`src/rtl/fir_cfg_pkg.sv`:
```
// Purpose: shared field positions, opcodes and FSM encoding for the FIR coefficient loader.
// Latency: n/a (definitions only).
// Backpressure: n/a.
package fir_cfg_pkg;

  // Command byte layout: [7:6] opcode, [5:3] reserved, [2:0] tap index
  localparam int CFG_W   = 8;
  localparam int OPC_MSB = 7;
  localparam int OPC_LSB = 6;
  localparam int IDX_LSB = 0;
  localparam int IDX_W   = 3;

  localparam logic [1:0] OP_NOP    = 2'b00;
  localparam logic [1:0] OP_WRITE  = 2'b01;
  localparam logic [1:0] OP_COMMIT = 2'b10;
  localparam logic [1:0] OP_READ   = 2'b11;

  typedef enum logic [1:0] {
    S_CMD  = 2'd0,
    S_DATA = 2'd1,
    S_WAIT = 2'd2
  } state_t;

  // True when a 3-bit tap index addresses an implemented tap
  function automatic logic idx_in_range(input logic [IDX_W-1:0] idx, input int ntaps);
    return ({{(32-IDX_W){1'b0}}, idx} < ntaps);
  endfunction

endpackage

```
`src/rtl/fir_coef_bank.sv`:
```
// Purpose: shadow + active coefficient registers; shadow is written byte-wise, active loads all taps at once.
// Latency: write lands in shadow 1 edge after wr_en; commit copies shadow->active in 1 edge; read mux is combinational.
// Backpressure: none; the caller qualifies wr_en/commit.
module fir_coef_bank
  import fir_cfg_pkg::*;
#(
  parameter int              NTAPS    = 4,
  parameter int              CW       = 8,
  parameter logic [CW-1:0]   RST_TAP0 = 8'h01
) (
  input  logic                  clk,
  input  logic                  rst_n,
  input  logic                  wr_en,
  input  logic [IDX_W-1:0]      wr_idx,
  input  logic [CW-1:0]         wr_data,
  input  logic [IDX_W-1:0]      rd_idx,
  output logic [CW-1:0]         rd_mux,
  input  logic                  commit,
  output logic [NTAPS*CW-1:0]   coef_active
);

  logic [CW-1:0] shadow [NTAPS];
  logic [CW-1:0] active [NTAPS];

  // Shadow bank: byte writes from the config port; out-of-range indices match no tap
  always_ff @(posedge clk or negedge rst_n) begin
    if (!rst_n) begin
      for (int i = 0; i < NTAPS; i++) shadow[i] <= '0;
      shadow[0] <= RST_TAP0;
    end else if (wr_en) begin
      for (int i = 0; i < NTAPS; i++) begin
        if (wr_idx == IDX_W'(i)) shadow[i] <= wr_data;
      end
    end
  end

  // Active bank: every tap loads in the same edge so the FIR never sees a mixed set
  always_ff @(posedge clk or negedge rst_n) begin
    if (!rst_n) begin
      for (int i = 0; i < NTAPS; i++) active[i] <= '0;
      active[0] <= RST_TAP0;
    end else if (commit) begin
      for (int i = 0; i < NTAPS; i++) active[i] <= shadow[i];
    end
  end

  // Readback mux over the shadow bank; unimplemented taps read as zero
  always_comb begin
    rd_mux = '0;
    for (int i = 0; i < NTAPS; i++) begin
      if (rd_idx == IDX_W'(i)) rd_mux = shadow[i];
    end
  end

  // Flatten the active bank: tap i occupies [i*CW +: CW]
  always_comb begin
    coef_active = '0;
    for (int i = 0; i < NTAPS; i++) coef_active[i*CW +: CW] = active[i];
  end

endmodule

```
`src/rtl/fir_coeff_loader.sv`:
```
// Purpose: byte-stream command decoder that loads FIR coefficients into a shadow bank and commits on a sample boundary.
// Latency: WRITE = 2 transfers; READ -> rd_valid next cycle; COMMIT -> active at first later sample_strobe, commit_done 1 cycle after.
// Backpressure: cfg_ready low while a commit waits for sample_strobe; the presented byte is held, never dropped.
module fir_coeff_loader
  import fir_cfg_pkg::*;
#(
  parameter int            NTAPS    = 4,
  parameter int            CW       = 8,
  parameter logic [CW-1:0] RST_TAP0 = 8'h01
) (
  input  logic                  clk,
  input  logic                  rst_n,
  input  logic [CFG_W-1:0]      cfg_data,
  input  logic                  cfg_valid,
  output logic                  cfg_ready,
  input  logic                  sample_strobe,
  output logic [NTAPS*CW-1:0]   coef_active,
  output logic                  commit_pending,
  output logic                  commit_done,
  output logic [CFG_W-1:0]      rd_data,
  output logic                  rd_valid,
  output logic                  err
);

  state_t             state, state_nxt;
  logic               xfer;
  logic               cmd_xfer;
  logic [1:0]         opc;
  logic [IDX_W-1:0]   idx;
  logic               idx_ok;
  logic [IDX_W-1:0]   widx;
  logic               widx_ok;
  logic               bank_we;
  logic               commit;
  logic [CW-1:0]      bank_rd;
  logic               unused_rsvd;

  assign opc         = cfg_data[OPC_MSB:OPC_LSB];
  assign idx         = cfg_data[IDX_LSB +: IDX_W];
  assign idx_ok      = idx_in_range(idx, NTAPS);
  assign xfer        = cfg_valid & cfg_ready;
  assign cmd_xfer    = xfer && (state == S_CMD);
  assign unused_rsvd = ^cfg_data[5:3];

  // State register
  always_ff @(posedge clk or negedge rst_n) begin
    if (!rst_n) state <= S_CMD;
    else        state <= state_nxt;
  end

  // Next-state: WRITE takes one data byte, COMMIT parks until a later strobe
  always_comb begin
    state_nxt = state;
    unique case (state)
      S_CMD: begin
        if (xfer) begin
          if (opc == OP_WRITE)       state_nxt = S_DATA;
          else if (opc == OP_COMMIT) state_nxt = S_WAIT;
        end
      end
      S_DATA: if (xfer)          state_nxt = S_CMD;
      S_WAIT: if (sample_strobe) state_nxt = S_CMD;
      default:                   state_nxt = S_CMD;
    endcase
  end

  // FSM outputs; a strobe in the COMMIT-accept cycle is still in S_CMD and so cannot commit
  always_comb begin
    cfg_ready      = 1'b1;
    commit_pending = 1'b0;
    bank_we        = 1'b0;
    commit         = 1'b0;
    case (state)
      S_DATA: bank_we = xfer && widx_ok;
      S_WAIT: begin
        cfg_ready      = 1'b0;
        commit_pending = 1'b1;
        commit         = sample_strobe;
      end
      default: ;
    endcase
  end

  // Latch the WRITE target so the following byte knows where to land
  always_ff @(posedge clk or negedge rst_n) begin
    if (!rst_n) begin
      widx    <= '0;
      widx_ok <= 1'b0;
    end else if (cmd_xfer && opc == OP_WRITE) begin
      widx    <= idx;
      widx_ok <= idx_ok;
    end
  end

  // Readback pulse and data; out-of-range taps read zero from the bank mux
  always_ff @(posedge clk or negedge rst_n) begin
    if (!rst_n) begin
      rd_valid <= 1'b0;
      rd_data  <= '0;
    end else begin
      rd_valid <= cmd_xfer && (opc == OP_READ);
      if (cmd_xfer && opc == OP_READ) rd_data <= bank_rd;
    end
  end

  // Sticky error on any WRITE/READ addressing an unimplemented tap; commit_done follows the commit edge
  always_ff @(posedge clk or negedge rst_n) begin
    if (!rst_n) begin
      err         <= 1'b0;
      commit_done <= 1'b0;
    end else begin
      if (cmd_xfer && (opc == OP_WRITE || opc == OP_READ) && !idx_ok) err <= 1'b1;
      commit_done <= commit;
    end
  end

  fir_coef_bank #(
    .NTAPS    (NTAPS),
    .CW       (CW),
    .RST_TAP0 (RST_TAP0)
  ) u_bank (
    .clk         (clk),
    .rst_n       (rst_n),
    .wr_en       (bank_we),
    .wr_idx      (widx),
    .wr_data     (cfg_data),
    .rd_idx      (idx),
    .rd_mux      (bank_rd),
    .commit      (commit),
    .coef_active (coef_active)
  );

endmodule

```
`config.mk`:
```
export PLATFORM = sky130hd
export DESIGN_NAME = fir_coeff_loader
export DESIGN_NICKNAME = d
export VERILOG_FILES = /design/src/rtl/fir_cfg_pkg.sv /design/src/rtl/fir_coef_bank.sv /design/src/rtl/fir_coeff_loader.sv
export SDC_FILE = /design/constraint.sdc
export NUM_CORES = 1
export LEC_CHECK = 0
export CAP_MARGIN = 40
export CELL_PAD_IN_SITES_DETAIL_PLACEMENT = 0
export CELL_PAD_IN_SITES_GLOBAL_PLACEMENT = 2
export CORE_MARGIN = 8
export CORE_UTILIZATION = 41
export DETAILED_ROUTE_END_ITERATION = 7
export PLACE_DENSITY = 0.84
export SKIP_CTS_REPAIR_TIMING = 1
export SYNTH_ARGS = -nofsm -noshare
export SYNTH_HDL_FRONTEND = slang
export SYNTH_SLANG_ARGS = --single-unit
```
`constraint.sdc`:
```
create_clock -name clk -period 2.6 [get_ports clk]
set_input_delay 0.26 -clock clk [delete_from_list [all_inputs] [get_ports clk]]
set_output_delay 0.26 -clock clk [all_outputs]
set_load 0.005 [all_outputs]
```
# ---- Yosys cells after proc, flatten, opt, wreduce, memory -nomap -nowiden
# Index checks and enable logic that the tools add are counted.
dict set report totals {
  regBits 81
  in_bits 12
  wordCells 62
  out_inout_bits 45
}
dict set report op_classes {
  order_cmp 1
  n_bitwise 1
  reduce_logical 16
  mux 14
  n_eq_ne 15
}
# op count
set ops {}
lappend ops {{two-way mux 8 bit} 4}
lappend ops {{== test 3 x 2 -> 1 bit (second input constant)} 4}
lappend ops {{two-way mux 2 bit} 5}
lappend ops {{AND reduction 2 bit} 4}
lappend ops {{== test 2 bit (second input constant)} 3}
lappend ops {{== test 3 x 1 -> 1 bit (second input constant)} 2}
lappend ops {{logical AND 1 bit} 6}
lappend ops {{zero test 3 bit} 2}
lappend ops {{inequality test 2 bit (second input constant)} 3}
lappend ops {{case mux 2 bit (3 select lines)} 1}
lappend ops {{== test 2 x 1 -> 1 bit (second input constant)} 2}
lappend ops {{two-way mux 1 bit} 4}
lappend ops {{AND reduction 4 bit} 1}
lappend ops {{less-than comparator 3 bit (second input constant)} 1}
lappend ops {{inequality test 3 x 1 -> 1 bit (second input constant)} 1}
lappend ops {{zero test 2 bit} 1}
lappend ops {{AND 1 bit} 1}
lappend ops {{zero test 1 bit} 1}
lappend ops {{logical OR 1 bit} 1}

# ---- Longest topological paths before layout
# Gate-level depths: netlist of the first run.
dict set report depth {
  ltp_word 6
  mapped_depth 5
  mapped_depth_nobuf 3
}

# ---- Hierarchy
# A second synthesis of the first run with hierarchy kept.
dict set report hier_totals {
  cells_unflattened 215
  area_unflattened_um2 3344.5
}
# module instances seq_area_each_um2 area_per_inst_um2 cells_per_inst
set modules_own_cells {}
lappend modules_own_cells {fir_coef_bank 1 1604.0 2648.8 168}
lappend modules_own_cells {fir_coeff_loader 1 425.4 695.7 47}

# ---- Least setup slack after synthesis of the first run
# OpenSTA, ideal clock, no wires.
dict set report synth_timing {
  kind {reg2reg}
  from {reg state[1]}
  to {reg u_bank.shadow[25] (netlist name)}
  path_buffers 2
  setup_slack_ps 1124
  required_time_ps 2475
  t_arrival_ps 1351
  period_less_slack_ps 1476
  stages_incl_launch_ff 6
  setup_time_ps 125
  cell_sequence {dfrtp_1 nor2b_1 buf_2 and4bb_1 buf_6 mux2_4}
}
dict set report synth_between {
  elab_chain_len 6
  elab_cells_between_ends 7
  cone_classes {2 x eq/ne; 2 x mux; 1 x bitwise; 2 x reduce/logical}
}
# item line_no
set synth_lines {}
lappend synth_lines {{start: declaration} fir_coeff_loader.sv:25} ;# state_t state, state_nxt;
lappend synth_lines {{start signal: assignment} fir_coeff_loader.sv:48} ;# else state <= state_nxt;
lappend synth_lines {{== test 2 bit} fir_coeff_loader.sv:73} ;# case (state)
lappend synth_lines {{two-way mux 1 bit} fir_coeff_loader.sv:73}
lappend synth_lines {{AND 1 bit} fir_coeff_loader.sv:41} ;# assign xfer = cfg_valid & cfg_ready;
lappend synth_lines {{logical AND 1 bit} fir_coeff_loader.sv:74} ;# S_DATA: bank_we = xfer && widx_ok;
lappend synth_lines {{two-way mux 1 bit (*)} fir_coeff_loader.sv:73}
lappend synth_lines {{AND reduction 2 bit (no line) (*)} n/a}
lappend synth_lines {{end signal: indexed assignment} fir_coef_bank.sv:32} ;# if (wr_idx == IDX_W'(i)) shadow[i] <= wr_data;
lappend synth_lines {{end: declaration} fir_coef_bank.sv:22} ;# logic [CW-1:0] shadow [NTAPS];
# Every way passes the cells marked *; elsewhere a longest branch is shown, timed or not.
# A chain may end at the register's enable or synchronous reset.

# ---- Worst setup path after layout of the first run
dict set report layout_timing {
  from {reg state[0]}
  to {reg u_bank.shadow[30] (netlist name)}
}
# The elaborated chain is that of the path after synthesis.

==> flow_summary.ini, run 1 <==
[logic_synthesis]
async_flop_share_pct = 100
syn_area_sq_um = 3350
seq_area_frac_synth_pct = 60.5
synthesis.nets = 212
synth_ff_type = dfrtp_1
synth-seq-cells = 81
synth_edf_count = 0
netlist_instances = 200
ys_types = 31
ys_warn_count = 0
avgSynthCellArea_sq_um = 16.8

[timing]
worst_pin_slew_ns = 0.679
fin_tns_setup_ns = 0
max_freq_mhz = 540
rsz0062_at_grt = no
slew_violations = 0
fin_crit_sh_pct = 71.2
setup_viol = 0
period_needed_ns = 1.85
finalHoldViolCount = 0
whs_ns = 0.369
slew_headroom_pct = 54.5
fin_skew_ns = 0.00955

[cts]
clock_path_buffers = 2
cts_buffers = 9
clockRootBuffer = clkbuf_8
cts_tree = yes
insertion_delay_ns = 0.35
cts_max_level = 3
clock_sinks = 81
clkTransAtPathRegs_ns = 0.08

[setup_path]
r2r_setup_slack_ns = 0.75
critPathArrivalTime_ns = 2.08
crit_path_end_kind = flip-flop
start_kind = flip-flop
cp.required_ns = 2.83
path_class = reg2reg
reg2reg_to = u_bank.shadow[30]
r2r-start = state[0]
r2r_cells = 3
crit_fanout = 8

[placed_design]
portBuffers = 56
dpl.hpwl_microns = 4490
place.gp.congestion = 0.698

[routing]
vias = 1907
wirelength_microns = 6530
first_pass_iters = 4
wire_per_inst_microns = 17.5
drcViolationCount = 0
avgViaCountPerCell = 5.13
first_iter_violations = 49
ant_nets = 0

[power_and_ir_drop]
power_leakage_nw = 2.01
fin_total_pwr_w = 0.00312
ir_worst_vdd_mv = 0.257
power_density_nw_per_um2 = 739

[floorplanning]
core_area_sq_um = 8050
die_w_microns = 106
io_pins = 57
fp-row-count = 33
die-area_sq_um = 11300
die_h_microns = 106
start_util_pct = 41.6

[outcome]
run_status = finished, final reports clean

[global_route]
grt_pass1_vias = 2112
grt_pass1_wl_microns = 11200
grt-ovfl-total = 0
antenna_found_initial = 0
grt.total_usage_pct = 12.7
grt_max_degree = 56

[layout]
fin_nets = 274
fill_cells = 715
area_growth_pct = 26.1
drive_above_1_share_pct = 36.0
finish.utilization_pct = 52.5
antenna-diode-count = 0

[worst_hold_path]
hold_class = in2async

[job]
maxCapViolCount = 0
==> where the power goes <==
part | internal (W) | leakage, nW | switching, W
registers | 0.00148 | 1.10 | 0.000152
logic | 0.000420 | 0.819 | 0.000177
clock network | 0.000470 | 0.0936 | 0.000426
total | 0.00237 | 2.01 | 0.000756
==> area by class of cell <==
class	instances	area [sq um]	area share, %
clock buffer	13	149	3.52
clock inverter	3	42.5	1.01
inverter	3	11.3	0.266
multi-input combinational	106	1240	29.5
sequential	81	2030	48.0
tap	105	131	3.11
timing repair buffer	61	618	14.6
==> routing by layer <==
metal  GRT usage, %  up-vias  wire [microns]
met2           18.9       42            2980
met5              0        -               0
li1               -      858               -
met4           6.23        0             125
met3           3.75       12             373
met1           16.5      995            3050
==> Yosys cell counts, types with 2 or more instances <==
master	n	area [sq um]
inv_1	3	11.3
dfstp_2	2	52.6
nor2_1	2	7.51
buf_2	2	10.0
nand4b_4	2	47.6
a22o_1	8	70.1
mux2_2	55	619
mux2_1	4	45.0
clkbuf_1	2	7.51
mux2_4	8	120
nand2_1	2	7.51
buf_4	3	22.5
a21oi_1	2	10.0
nand2b_1	2	12.5
buf_6	2	22.5
mux4_2	8	180
dfrtp_1	79	1980
==> worst max-delay path by stage <==
| stage | slack [ns] | end | start | cells past startpoint |
|---|---|---|---|---|
| 2_1_floorplan | 1.12 | u_bank.shadow[25] | state[1] | 5 |
| 3_3_place_gp | 0.60 | rd_data[5] | cfg_data[6] | 4 |
| 3_5_place_dp | 0.51 | rd_data[7] | cfg_data[6] | 4 |
| 4_1_cts | 0.74 | u_bank.shadow[30] | state[0] | 3 |
| 5_1_grt | 0.64 | u_bank.shadow[30] | state[0] | 3 |
| 6_report | 0.75 | u_bank.shadow[30] | state[0] | 3 |
==> registers in the layout (all words and copies together), names as in the netlist <==
| name | cells |
|---|---|
| u_bank.coef_active | 32 |
| commit_done | 1 |
| u_bank.shadow | 32 |
| rd_valid | 1 |
| state | 2 |
| err | 1 |
| widx_ok | 1 |
| widx | 3 |
| rd_data | 8 |
==> worst max-delay path: stages (launching register included) <==
cell and delay (ns):
dfrtp_1 0.44, and3b_1 0.37, and4bb_1 0.58, mux2_4 0.34
==> placed cells by master, fill, tap and decap left out, types with 3 or more instances in the layout <==
cell type	synthesis	routed
clkbuf_8	0	10
inv_1	3	3
mux4_2	8	8
clkbuf_1	2	3
mux2_1	4	4
buf_4	3	4
dfrtp_1	79	79
mux2_4	8	8
clkdlybuf4s50_1	0	55
mux2_2	55	55
a22o_1	8	8
==> logic make-up after synthesis <==
| group | synth area share [%] |
|---|---|
| flip-flops | 60.5 |
| multiplexers | 28.8 |
| AND/OR/NAND/NOR | 5.38 |
| AO/OA/AOI/OAI | 2.99 |
| buffers and inverters | 2.31 |
==> stage by stage <==
step | cells | cell area [sq um] | setup WS (ns)
after floorplan | 200 | 3350 | 1.12
after global placement | 354 | 4000 | 0.597
after detailed placement | 355 | 4030 | 0.511
after CTS | 371 | 4220 | 0.740
after global routing | 372 | 4230 | 0.642
final | 372 | 4230 | 0.748
No activity file was read; power rests on OpenSTA's default activity.
==> run 2: changes to the inputs <==
CORE_UTILIZATION = 38   (was 41)
PLACE_DENSITY = 0.78   (was 0.84)
clock period = 1.8 ns   (was 2.6 ns; I/O delays follow)
==> run 2 against run 1 <==
Effect of this change: combinational power increased by 48%; register-to-register slack worse by 0.50 ns; clock-buffer cell count decreased by 1; via count grew 0.73%; setup slack worse by 0.67 ns; clock skew is essentially flat; first-iteration DRC count increased by 8.2%; hold slack got worse by 0.049 ns; non-clock buffer count rose by 10; largest cell class unchanged; utilization fell by 1.9 points; final cell count rose by 3.5%; power rose by 49%.
==> flow_summary.ini, run 2 (synthesis results as in run 1) <==
[routing]
drcViolationCount = 0
first_iter_violations = 53
first_pass_iters = 4
wirelength_microns = 6840
ant_nets = 0
avgViaCountPerCell = 4.99
wire_per_inst_microns = 17.8
vias = 1921

[cts]
clock_sinks = 81
cts_max_level = 3
clkTransAtPathRegs_ns = 0.08
clockRootBuffer = clkbuf_8
cts_buffers = 9
clock_path_buffers = 2
cts_tree = yes
insertion_delay_ns = 0.35

[timing]
setup_viol = 0
rsz0062_at_grt = no
period_needed_ns = 1.72
max_freq_mhz = 581
fin_crit_sh_pct = 95.7
fin_skew_ns = 0.00943
slew_violations = 0
fin_ws_ns = 0.0776
finalHoldViolCount = 0
worst_pin_slew_ns = 0.477
slew_headroom_pct = 68.2

[layout]
final_cell_mix = dfrtp_1 (78), mux2_2 (55), clkdlybuf4s50_1 (55)
final_common_cell = dfrtp_1
fill_cells = 754
seq_area_sq_um = 2030
antenna-diode-count = 0
fin_nets = 284
area_growth_pct = 30.5
drive_above_1_share_pct = 39.7
multiInputGateArea_sq_um = 1240

[placed_design]
place.gp.congestion = 0.732
pre_cts_ws_ns = -0.0186
dpl.hpwl_microns = 4700
portBuffers = 56

[setup_path]
cp.required_ns = 1.62
critPathArrivalTime_ns = 1.54
reg2reg_to = u_bank.shadow[14]
worst_path_max_delay_cell = clkdlybuf4s50_1
start_kind = flip-flop
cp_slowest_stage_delay_ns = 0.51
path_class = reg2out
r2r_setup_slack_ns = 0.25
crit_fanout = 7
r2r-start = state[1]
crit_path_end_kind = output port
crit_chain = and2b_1 -> clkdlybuf4s50_1
r2r_cells = 4
startpoint = state[0]

[floorplanning]
core_area_sq_um = 8640
start_util_pct = 38.8
die-area_sq_um = 12100
io_pins = 57
die_w_microns = 110
die_h_microns = 110
fp-row-count = 34

[global_route]
grt_pass1_wl_microns = 11300
grt_max_degree = 46
grt-ovfl-total = 0
antenna_found_initial = 0
grt_pass1_vias = 2033
grt.total_usage_pct = 12.4

[job]
maxCapViolCount = 0

[worst_hold_path]
hold_class = in2async

[power_and_ir_drop]
fin_total_pwr_w = 0.00464
power_leakage_nw = 2.08
ir_worst_vdd_mv = 0.441
power_density_nw_per_um2 = 1060

[outcome]
run_status = finished, final reports clean
run 2: cell count changes in the layout (fill, tap and decap cells not counted), sizes merged:
cell      previous run  this run
buf                  5        15
clkinvlp             1         2
clkbuf              13        12
run 2: worst max-delay path by stage:
stage	endpoint	slack [ns]	depth (start not counted)
floorplan	u_bank.shadow[25]	0.32	5
global placement	u_bank.shadow[14]	-0.003	5
detailed placement	u_bank.shadow[14]	-0.02	5
CTS	cfg_ready	0.002	3
global route	commit_pending	0.02	2
finish	commit_pending	0.08	2
run 2: metrics by stage:
| step | TNS, ns | hold WS [ns] | cell area [sq um] | utilization [%] | cells |
|---|---|---|---|---|---|
| after floorplan | 0 | -0.116 | 3350 | - | 200 |
| final | 0 | 0.320 | 4370 | 50.6 | 385 |
| after global routing | 0 | 0.381 | 4370 | 50.6 | 385 |
| after CTS | 0 | -0.213 | 4360 | 50.5 | 384 |
| after detailed placement | -0.0186 | 0.173 | 4150 | 48.0 | 368 |
| after global placement | -0.00285 | 0.170 | 4150 | 48.0 | 368 |
run 2: metal layers:
layer	global-route usage, %	wire, microns	up-vias
met5	0	0	-
met4	6.17	106	0
met3	3.11	376	9
met2	18.5	3200	44
met1	16.5	3160	986
li1	-	-	882
run 2: layout make-up:
cell class	count	area share [%]
well taps	108	3.09
clock inverters	4	1.14
inverters	3	0.258
flip-flops and latches	81	46.4
multi-input cells	106	28.5
clock buffers	12	3.78
repair buffers	71	16.8
run 2: where the power goes:
part	switching (W)	leakage, nW	total [W]	internal [W]
logic	0.000260	0.885	0.000885	0.000625
clock network	0.000647	0.105	0.00140	0.000752
registers	0.000222	1.09	0.00235	0.00213
total	0.00113	2.08	0.00464	0.00351
run 2: critical path, delay by kind of cell, from the launching register on:
kind,cells,cell delay [ns]
buffers and inverters,1,0.51
flip-flops,1,0.45
AND/OR/NAND/NOR,1,0.24
